--- src/rtl/exe_stage_unit.sv ---
// Execute stage: Val2 shifter, ALU, NZCV status register and EX/MEM register.
// Branch target and taken flag are combinational; everything else is registered.
module exe_stage_unit #(
    parameter int DATA_W = 32
) (
    input  logic              clk,
    input  logic              rst,
    input  logic [DATA_W-1:0] pc_in,
    input  logic [DATA_W-1:0] reg1_in,
    input  logic [DATA_W-1:0] reg2_in,
    input  logic [3:0]        exe_cmd_in,
    input  logic              mem_read_in,
    input  logic              mem_write_in,
    input  logic              wb_en_in,
    input  logic              b_in,
    input  logic              s_in,
    input  logic              imm_in,
    input  logic              carry_in,
    input  logic [11:0]       shift_operand_in,
    input  logic [23:0]       imm24_in,
    input  logic [3:0]        dest_in,
    output logic [DATA_W-1:0] alu_result_out,
    output logic [DATA_W-1:0] store_val_out,
    output logic [3:0]        dest_out,
    output logic              mem_read_out,
    output logic              mem_write_out,
    output logic              wb_en_out,
    output logic              branch_taken,
    output logic [DATA_W-1:0] branch_addr,
    output logic [3:0]        status_out
);

    function automatic logic [31:0] ror32(input logic [31:0] x, input logic [4:0] a);
        return (x >> a) | (x << (6'd32 - {1'b0, a}));
    endfunction

    logic [31:0] val2;
    logic [4:0]  sh_amt;
    logic [4:0]  rot_amt;

    always_comb begin
        sh_amt  = shift_operand_in[11:7];
        rot_amt = {shift_operand_in[11:8], 1'b0};
        val2    = reg2_in;
        if (imm_in) begin
            val2 = ror32({24'b0, shift_operand_in[7:0]}, rot_amt);
        end else if (mem_read_in | mem_write_in) begin
            val2 = {20'b0, shift_operand_in};
        end else begin
            unique case (shift_operand_in[6:5])
                2'b00:   val2 = reg2_in << sh_amt;
                2'b01:   val2 = reg2_in >> sh_amt;
                2'b10:   val2 = $signed(reg2_in) >>> sh_amt;
                default: val2 = ror32(reg2_in, sh_amt);
            endcase
        end
    end

    logic [3:0]  status_q, status_d;
    logic [32:0] sum;
    logic [31:0] res;
    logic        flag_n, flag_z, flag_c, flag_v;

    // Logical/move ops keep C and V from the current status register.
    always_comb begin
        sum    = '0;
        res    = '0;
        flag_c = status_q[1];
        flag_v = status_q[0];
        case (exe_cmd_in)
            4'b0001: res = val2;
            4'b1001: res = ~val2;
            4'b0010, 4'b0011: begin
                sum    = {1'b0, reg1_in} + {1'b0, val2}
                       + {32'b0, exe_cmd_in[0] & carry_in};
                res    = sum[31:0];
                flag_c = sum[32];
                flag_v = (reg1_in[31] == val2[31]) && (res[31] != reg1_in[31]);
            end
            4'b0100, 4'b0101: begin
                sum    = {1'b0, reg1_in} + {1'b0, ~val2}
                       + {32'b0, exe_cmd_in[0] ? carry_in : 1'b1};
                res    = sum[31:0];
                flag_c = sum[32];
                flag_v = (reg1_in[31] != val2[31]) && (res[31] != reg1_in[31]);
            end
            4'b0110: res = reg1_in & val2;
            4'b0111: res = reg1_in | val2;
            4'b1000: res = reg1_in ^ val2;
            default: res = '0;
        endcase
        flag_n = res[31];
        flag_z = (res == 32'b0);
    end

    logic [31:0] alu_result_q, alu_result_d;
    logic [31:0] store_val_q, store_val_d;
    logic [3:0]  dest_q, dest_d;
    logic        mem_read_q, mem_read_d;
    logic        mem_write_q, mem_write_d;
    logic        wb_en_q, wb_en_d;

    always_comb begin
        alu_result_d = res;
        store_val_d  = reg2_in;
        dest_d       = dest_in;
        mem_read_d   = mem_read_in;
        mem_write_d  = mem_write_in;
        wb_en_d      = wb_en_in;
        status_d     = s_in ? {flag_n, flag_z, flag_c, flag_v} : status_q;
    end

    always_ff @(posedge clk or posedge rst) begin
        if (rst) begin
            alu_result_q <= '0;
            store_val_q  <= '0;
            dest_q       <= '0;
            mem_read_q   <= 1'b0;
            mem_write_q  <= 1'b0;
            wb_en_q      <= 1'b0;
            status_q     <= '0;
        end else begin
            alu_result_q <= alu_result_d;
            store_val_q  <= store_val_d;
            dest_q       <= dest_d;
            mem_read_q   <= mem_read_d;
            mem_write_q  <= mem_write_d;
            wb_en_q      <= wb_en_d;
            status_q     <= status_d;
        end
    end

    assign alu_result_out = alu_result_q;
    assign store_val_out  = store_val_q;
    assign dest_out       = dest_q;
    assign mem_read_out   = mem_read_q;
    assign mem_write_out  = mem_write_q;
    assign wb_en_out      = wb_en_q;
    assign status_out     = status_q;
    assign branch_taken   = b_in;
    assign branch_addr    = pc_in + {{6{imm24_in[23]}}, imm24_in, 2'b00};

endmodule

--- config.mk ---
export PLATFORM = sky130hd
export DESIGN_NAME = exe_stage_unit
export DESIGN_NICKNAME = d
export VERILOG_FILES = /design/src/rtl/exe_stage_unit.sv
export SDC_FILE = /design/constraint.sdc
export NUM_CORES = 1
export LEC_CHECK = 0
export BUFFER_PORTS_ARGS = -buffer_cell sky130_fd_sc_hd__buf_2
export CELL_PAD_IN_SITES_DETAIL_PLACEMENT = 1
export CELL_PAD_IN_SITES_GLOBAL_PLACEMENT = 2
export CORE_MARGIN = 3
export CORE_UTILIZATION = 35
export DETAILED_ROUTE_END_ITERATION = 8
export HOLD_SLACK_MARGIN = 0.1
export PLACE_DENSITY = 0.84
export SLEW_MARGIN = 20
export SYNTH_ARGS = -nofsm -noshare
export SYNTH_HDL_FRONTEND = slang
export SYNTH_SLANG_ARGS = --single-unit
--- constraint.sdc ---
create_clock -name clk -period 4.07 [get_ports clk]
set_clock_uncertainty 0.05 [all_clocks]
set_input_delay 0.407 -clock clk [delete_from_list [all_inputs] [get_ports clk]]
set_output_delay 0.407 -clock clk [all_outputs]
set_load 0.03 [all_outputs]
==> out/summary.txt, run 1 <==
EDFF count, synth = 0
GP Congestion = 1.262
Placed Cells = 3803
Row count = 80
Num CTS Buffers = 9
Synth area leaders = dfrtp_1 11%, ha_1 9.5%, mux4_2 8.5%
Post-synth top area cell = dfrtp_1
Yosys Warn Count = 0
Syn nets = 2539
Post-synthesis sequential area ratio = 11.02%
Error msg = [ERROR GRT-0232] Routing congestion too high. Check the congestion heatmap in the GUI.
Post-Syn Instances = 2256
Mean Syn Cell Area = 7.552 um^2
Seq cells post-synth = 75
Io pins = 257
Root Driver = clkbuf_16
DIE HEIGHT = 226.6 um
GRT Total Usage = 64.18%
Yosys top cell area share = 11.02%
CTS H-tree lvls = 3
Port bufs = 250
Clk sink count = 75
Pin count of the biggest net entering global routing = 39
Clock Path Buffers = 2
Top FF cell, synth = dfrtp_1
Gr ovfl total = 23
Post-GRT worst EP = status_out[2]$_DFFE_PP0P_/D
Pre-CTS setup slack = -3.013 ns
Most frequent cells after synthesis = 217 x nor2_1, 180 x nand2_1, 168 x a21oi_1
Initial Util = 35.53%
Ys async rst share = 100.0%
Status = aborted with a tool error
Mapped cell area = 17040 um^2
Worst EP kind = sequential cell input
Die width = 226.6 um
Most numerous cell in the Yosys netlist = nor2_1
DP HPWL = 87890 um
Post-synth cell types = 93
Stopped at = global routing
## what timing repair did
action | in CTS
pin swaps | 110
hold buffers | 8
cloned | 3
resized for setup | 356
setup endpoints to repair | 41
setup buffers | 87
endpoints found under the hold margin | 22
## routing by layer
metal,global-route usage [%],GRT overflow
met5,21.35,0
met4,62.82,8
met2,81.89,14
met1,62.70,1
met3,49.84,0
## kinds of logic after synthesis
logic type / share of synthesized area [%]
buffers and inverters: 7.425
DFF: 11.02
xor gates and xnor gates: 2.056
adders and majority gates: 10.06
and+or+nand+nor: 19.79
AOI/OAI and AO/OA: 30.49
muxes: 19.15
## metrics by stage
stage / cell area [um^2] / TNS, ns / util, %
CTS: 27870 / -24.93 / 58.12
detailed placement: 25220 / -57.15 / 52.61
global placement: 25220 / -49.35 / 52.61
floorplan: 17460 / -30.64 / -
==> inputs of run 2 (changes only) <==
--- a/config.mk
+++ b/config.mk
@@ -6,13 +6,10 @@
 export NUM_CORES = 1
 export LEC_CHECK = 0
 export BUFFER_PORTS_ARGS = -buffer_cell sky130_fd_sc_hd__buf_2
-export CELL_PAD_IN_SITES_DETAIL_PLACEMENT = 1
-export CELL_PAD_IN_SITES_GLOBAL_PLACEMENT = 2
 export CORE_MARGIN = 3
 export CORE_UTILIZATION = 35
 export DETAILED_ROUTE_END_ITERATION = 8
-export HOLD_SLACK_MARGIN = 0.1
-export PLACE_DENSITY = 0.84
+export PLACE_DENSITY_LB_ADDON = 0.15
 export SLEW_MARGIN = 20
 export SYNTH_ARGS = -nofsm -noshare
 export SYNTH_HDL_FRONTEND = slang
==> run 2 against run 1 <==
  * The flow now finishes, with violations (negative setup slack)
  * Area after synthesis unchanged
  * Synthesized cell count unchanged
==> out/summary.txt, run 2 <==
RSZ-0062 raised after global routing = true
FF-to-FF path depth = 1
WL/cell = 27.61 um
Yosys Warn Count = 0
Status = finished with violations
Post-layout minimum cycle time = 6.107 ns
Hold buffers post-CTS = 0
Crit-path slowest cell = mux4_2
EDFF count, synth = 0
Clk sink count = 75
Initial antenna violation count = 0
WP buf/inv = 7
Most numerous cell in the Yosys netlist = nor2_1
Worst Tran Pin Value = 1.149 ns
DR pass1 iterations = 7
Clock Path Buffers = 2
Most common cell after layout, fill and taps aside = buf_4
Root Driver = clkbuf_16
Power Dens Cells = 242.4 nW/um^2
Final setup TNS = -30.63 ns
Max-cap violations = 0
Util after Layout = 58.80%
Vias in the first global route = 24020
Max-slew violations = 0
Layout area overhead = 65.49%
Gr ovfl total = 0
Mapped cell area = 17040 um^2
Final net count = 3601
Post-synth cell types = 93
Die footprint = 51360 um^2
Leakage = 13.05 nW
Ratio of cells with drive above 1 in the final layout = 50.02%
Failing checks = negative setup slack
Placed Cells = 3851
Initial Util = 35.53%
Ys async rst share = 100.0%
Setup crit start = shift_operand_in[7]
Post-synthesis sequential area ratio = 11.02%
Io pins = 257
Crit Path Max Fanout = 6
Post-Syn Instances = 2256
Final WL = 108700 um
Port bufs = 250
Hold Vio Cnt, Final = 0
Placed Area = 25650 um^2
GRT Total Usage = 41.17%
# setup viols final = 31
FF-to-FF End = status_out[3]
Antenna diode count = 0
Final worst setup slack = -2.037 ns
Syn nets = 2539
Num CTS Buffers = 9
Drt via density = 6.268
Pin count of the biggest net entering global routing = 39
Crit end category = flop
Finished Layout Cells = 3938
Worst EP arrival = 6.36 ns
Worst r2r src = status_out[3]
Period utilisation layout = 150.0%
Via count = 24690
Top FF cell, synth = dfrtp_1
Critical path data required time = 4.33 ns
Seq cells post-synth = 75
GP Congestion = 1.136
DIE HEIGHT = 226.6 um
CTS tree = built
DRT antenna net count = 0
Final Cell Area = 28190 um^2
Worst Hold Class = input pin to asynchronous set/reset pin
Reg clk slew, reported paths = 0.07 ns
DP HPWL = 88700 um
Critical path class = input pin to flop
Synth area leaders = dfrtp_1 11%, ha_1 9.5%, mux4_2 8.5%
Row count = 80
Post-synth top area cell = dfrtp_1
VDD IR max = 160.4 uV
Clock latency on the worst-skew pair = 0.38 ns
Number of DRC violations after detailed-routing iteration 0 = 3387
Mean Syn Cell Area = 7.552 um^2
Slowest stage delay, CP = 0.59 ns
First-pass GRT wire length = 157100 um
Startpoint Class = input pin
Highest-count cells in the layout ignoring fill and taps = 935 x buf_4, 240 x buf_2, 202 x nor2_1
Most frequent cells after synthesis = 217 x nor2_1, 180 x nand2_1, 168 x a21oi_1
CTS H-tree lvls = 3
Core area = 47950 um^2
R2R Setup Slk = 3.29 ns
Yosys top cell area share = 11.02%
Levels on crit path = 25
Die width = 226.6 um
Maximum clock rate = 163.8 MHz
Slew headroom = 23.20%
DRC Markers = 0
CP top delay family = compound AO/OA/AOI/OAI gates
==> run 2: cell counts after synthesis <==
No cell type changed its count.
==> run 2: cell type report <==
class	count	area [um^2]
clock buffers	9	225.2
clock inverters	7	100.1
fillers	4461	19750
inverters	123	478.0
multi-input cells	1873	15570
flip-flops and latches	75	1877
well taps	615	769.5
repair buffers	1236	9176
==> run 2: report_power, final <==
group / total, mW / internal (mW) / switching (mW)
registers: 0.847 / 0.826 / 0.0207
logic: 5.02 / 2.24 / 2.78
clock network: 0.968 / 0.542 / 0.426
==> run 2: per-layer routing <==
layer | share of wire [%] | routed length [um] | global-route usage (%)
met2 | 41 | 45030 | 60.04
met1 | 42 | 45140 | 56.47
met4 | 5.0 | 5476 | 17.54
met5 | 0 | 0 | 0
met3 | 12 | 13100 | 11.96
==> run 2: per-stage QoR <==
stage	setup slack [ns]	power, mW	hold slack (ns)
global placement	-3.343	5.180	0.4170
finish	-2.037	6.835	0.03600
floorplan	-2.126	3.016	0.3884
global route	-2.150	7.115	0.05679
CTS	-1.821	6.580	0.05428
detailed placement	-3.335	5.208	0.4171
==> run 2: logic make-up (layout without fill, tap and decap cells) <==
logic type,Yosys count,in the layout,share of synthesized area [%]
flops,75,75,11.02
fa+ha+maj,134,134,10.06
compound gates,754,754,30.49
buf+inv,308,1375,7.425
simple gates,707,707,19.79
mux,238,238,19.15
xor+xnor,40,40,2.056
==> run 2: what timing repair did <==
action                                  4_1_cts  5_1_grt
gates resized for setup                     255      113
buffers inserted                             63       24
pin swaps                                    85       74
gates cloned                                  3        0
endpoints found under the setup margin       39       40
==> run 2: how the worst max path moves through the flow <==
stage | to | slack (ns)
global route | status_out[2] | -2.15
detailed placement | status_out[2] | -3.33
CTS | status_out[2] | -1.82
global placement | status_out[2] | -3.34
floorplan | status_out[2] | -2.13
finish | status_out[2] | -2.04
(Power assumes the default switching activity.)
==> inputs of run 3 (changes only) <==
--- a/config.mk
+++ b/config.mk
@@ -8,6 +8,7 @@
 export BUFFER_PORTS_ARGS = -buffer_cell sky130_fd_sc_hd__buf_2
 export CORE_MARGIN = 3
 export CORE_UTILIZATION = 35
+export CTS_BUF_LIST = sky130_fd_sc_hd__clkbuf_4 sky130_fd_sc_hd__clkbuf_8
 export DETAILED_ROUTE_END_ITERATION = 8
 export PLACE_DENSITY_LB_ADDON = 0.15
 export SLEW_MARGIN = 20
==> run 3 against run 2 <==
  * The flow still finishes with violations (negative setup slack)
  * Die area did not move
  * Sequential share of layout area shrank 0.10 points
  * Clock power down 22%
  * Cell count up 0.86%
  * Register-to-register slack hardly changed
  * Non-clock buffer count up 32
  * Critical path type unchanged
  * Critical endpoint unchanged
  * Highest routed layer is now met5
==> out/summary.txt, run 3 (synthesis gave the netlist of run 2 again) <==
Status = finished with violations
Failing checks = negative setup slack
Row count = 80
Pin count of the biggest net entering global routing = 39
Reg clk slew, reported paths = 0.10 ns
Pre-CTS setup slack = -3.335 ns
CTS H-tree lvls = 3
DP HPWL = 88700 um
DIE HEIGHT = 226.6 um
Core area = 47950 um^2
Final WL = 109900 um
Maximum clock rate = 166.9 MHz
Final Cell Area = 28630 um^2
DR pass1 iterations = 8
Hold_ws = 0.02039 ns
Crit Path Max Fanout = 6
Hold Vio Cnt, Final = 0
Worst EP arrival = 6.31 ns
Number of DRC violations after detailed-routing iteration 0 = 3137
Worst Tran Pin Value = 1.165 ns
Max-cap violations = 0
Leakage = 13.18 nW
Post-layout minimum cycle time = 5.991 ns
Finished Layout Cells = 3972
First-pass GRT wire length = 157200 um
Port bufs = 250
Drt via density = 6.227
DRC Markers = 0
Final setup TNS = -26.54 ns
Vias in the first global route = 24050
Root Driver = clkbuf_8
Max-slew violations = 0
GRT Total Usage = 41.26%
Initial antenna violation count = 4
GP Congestion = 1.136
Period utilisation layout = 147.2%
Clock Path Buffers = 2
WL/cell = 27.66 um
Layout area overhead = 68.07%
DRT antenna net count = 0
Slowest stage delay, CP = 0.58 ns
Total Power = 6.723 mW
Crit-path slowest cell = mux4_2
Critical path class = input pin to flop
Die footprint = 51360 um^2
Critical path data required time = 4.39 ns
Io pins = 257
Placed Area = 25650 um^2
Placed Cells = 3851
Worst Hold Class = input pin to flop
Power Dens Cells = 234.8 nW/um^2
VDD IR max = 158.9 uV
Util after Layout = 59.72%
Via count = 24730
Clock latency on the worst-skew pair = 0.46 ns
RSZ-0062 raised after global routing = true
CTS tree = built
Final net count = 3633
Slew headroom = 22.15%
Most common cell after layout, fill and taps aside = buf_4
Crit end category = flop
Final worst setup slack = -1.921 ns
Clk sink count = 75
Startpoint Class = input pin
Num CTS Buffers = 9
WP buf/inv = 7
Ratio of cells with drive above 1 in the final layout = 51.09%
Highest-count cells in the layout ignoring fill and taps = 957 x buf_4, 240 x buf_2, 202 x nor2_1
Die width = 226.6 um
Gr ovfl total = 0
CP top delay family = compound AO/OA/AOI/OAI gates
Initial Util = 35.53%
# setup viols final = 30
-- run 3: path summary, 6_finish.rpt --
kind | from | endpoint | slack [ns] | cells past startpoint
worst max-delay path | shift_operand_in[7] | status_out[2] | -1.92 | 25
worst min-delay path | mem_write_in | mem_write_out | 0.02 | 1
worst max register to register | status_out[3] | status_out[3] | 3.28 | 1
worst min register to register | status_out[0] | status_out[0] | 0.45 | 2
max in group asynchronous | rst | alu_result_out[24] | 2.42 | 4
min in group asynchronous | rst | dest_out[3] | 0.51 | 3
-- run 3: repair_timing --
| action | in CTS | in global routing |
|---|---|---|
| resized for setup | 261 | 165 |
| hold buffers | 7 | 0 |
| setup endpoints to repair | 37 | 40 |
| pin swaps | 87 | 94 |
| buffers inserted | 63 | 47 |
| endpoints found under the hold margin | 43 | 0 |
| gates cloned | 3 | 0 |
-- run 3: power breakdown --
group	internal, mW	total [mW]	switching (mW)
clock	0.349	0.758	0.409
sequential	0.825	0.846	0.0208
combinational	2.30	5.12	2.82
-- run 3: metal layers --
metal	track usage, %	routed length (um)	vias to the layer above
li1	-	-	10780
met1	56.27	45510	11990
met2	60.22	45570	1637
met3	12.55	13310	315
met4	17.44	5448	4
met5	0	43	-
-- run 3: area by class of cell --
cell class / count / area (um^2)
fill: 4394 / 19310
multi-input combinational: 1873 / 15790
timing repair buffer: 1268 / 9483
sequential: 75 / 1877
tap: 615 / 769.5
inverter: 123 / 481.7
clock buffer: 9 / 123.9
clock inverter: 7 / 100.1
antenna: 2 / 5.005
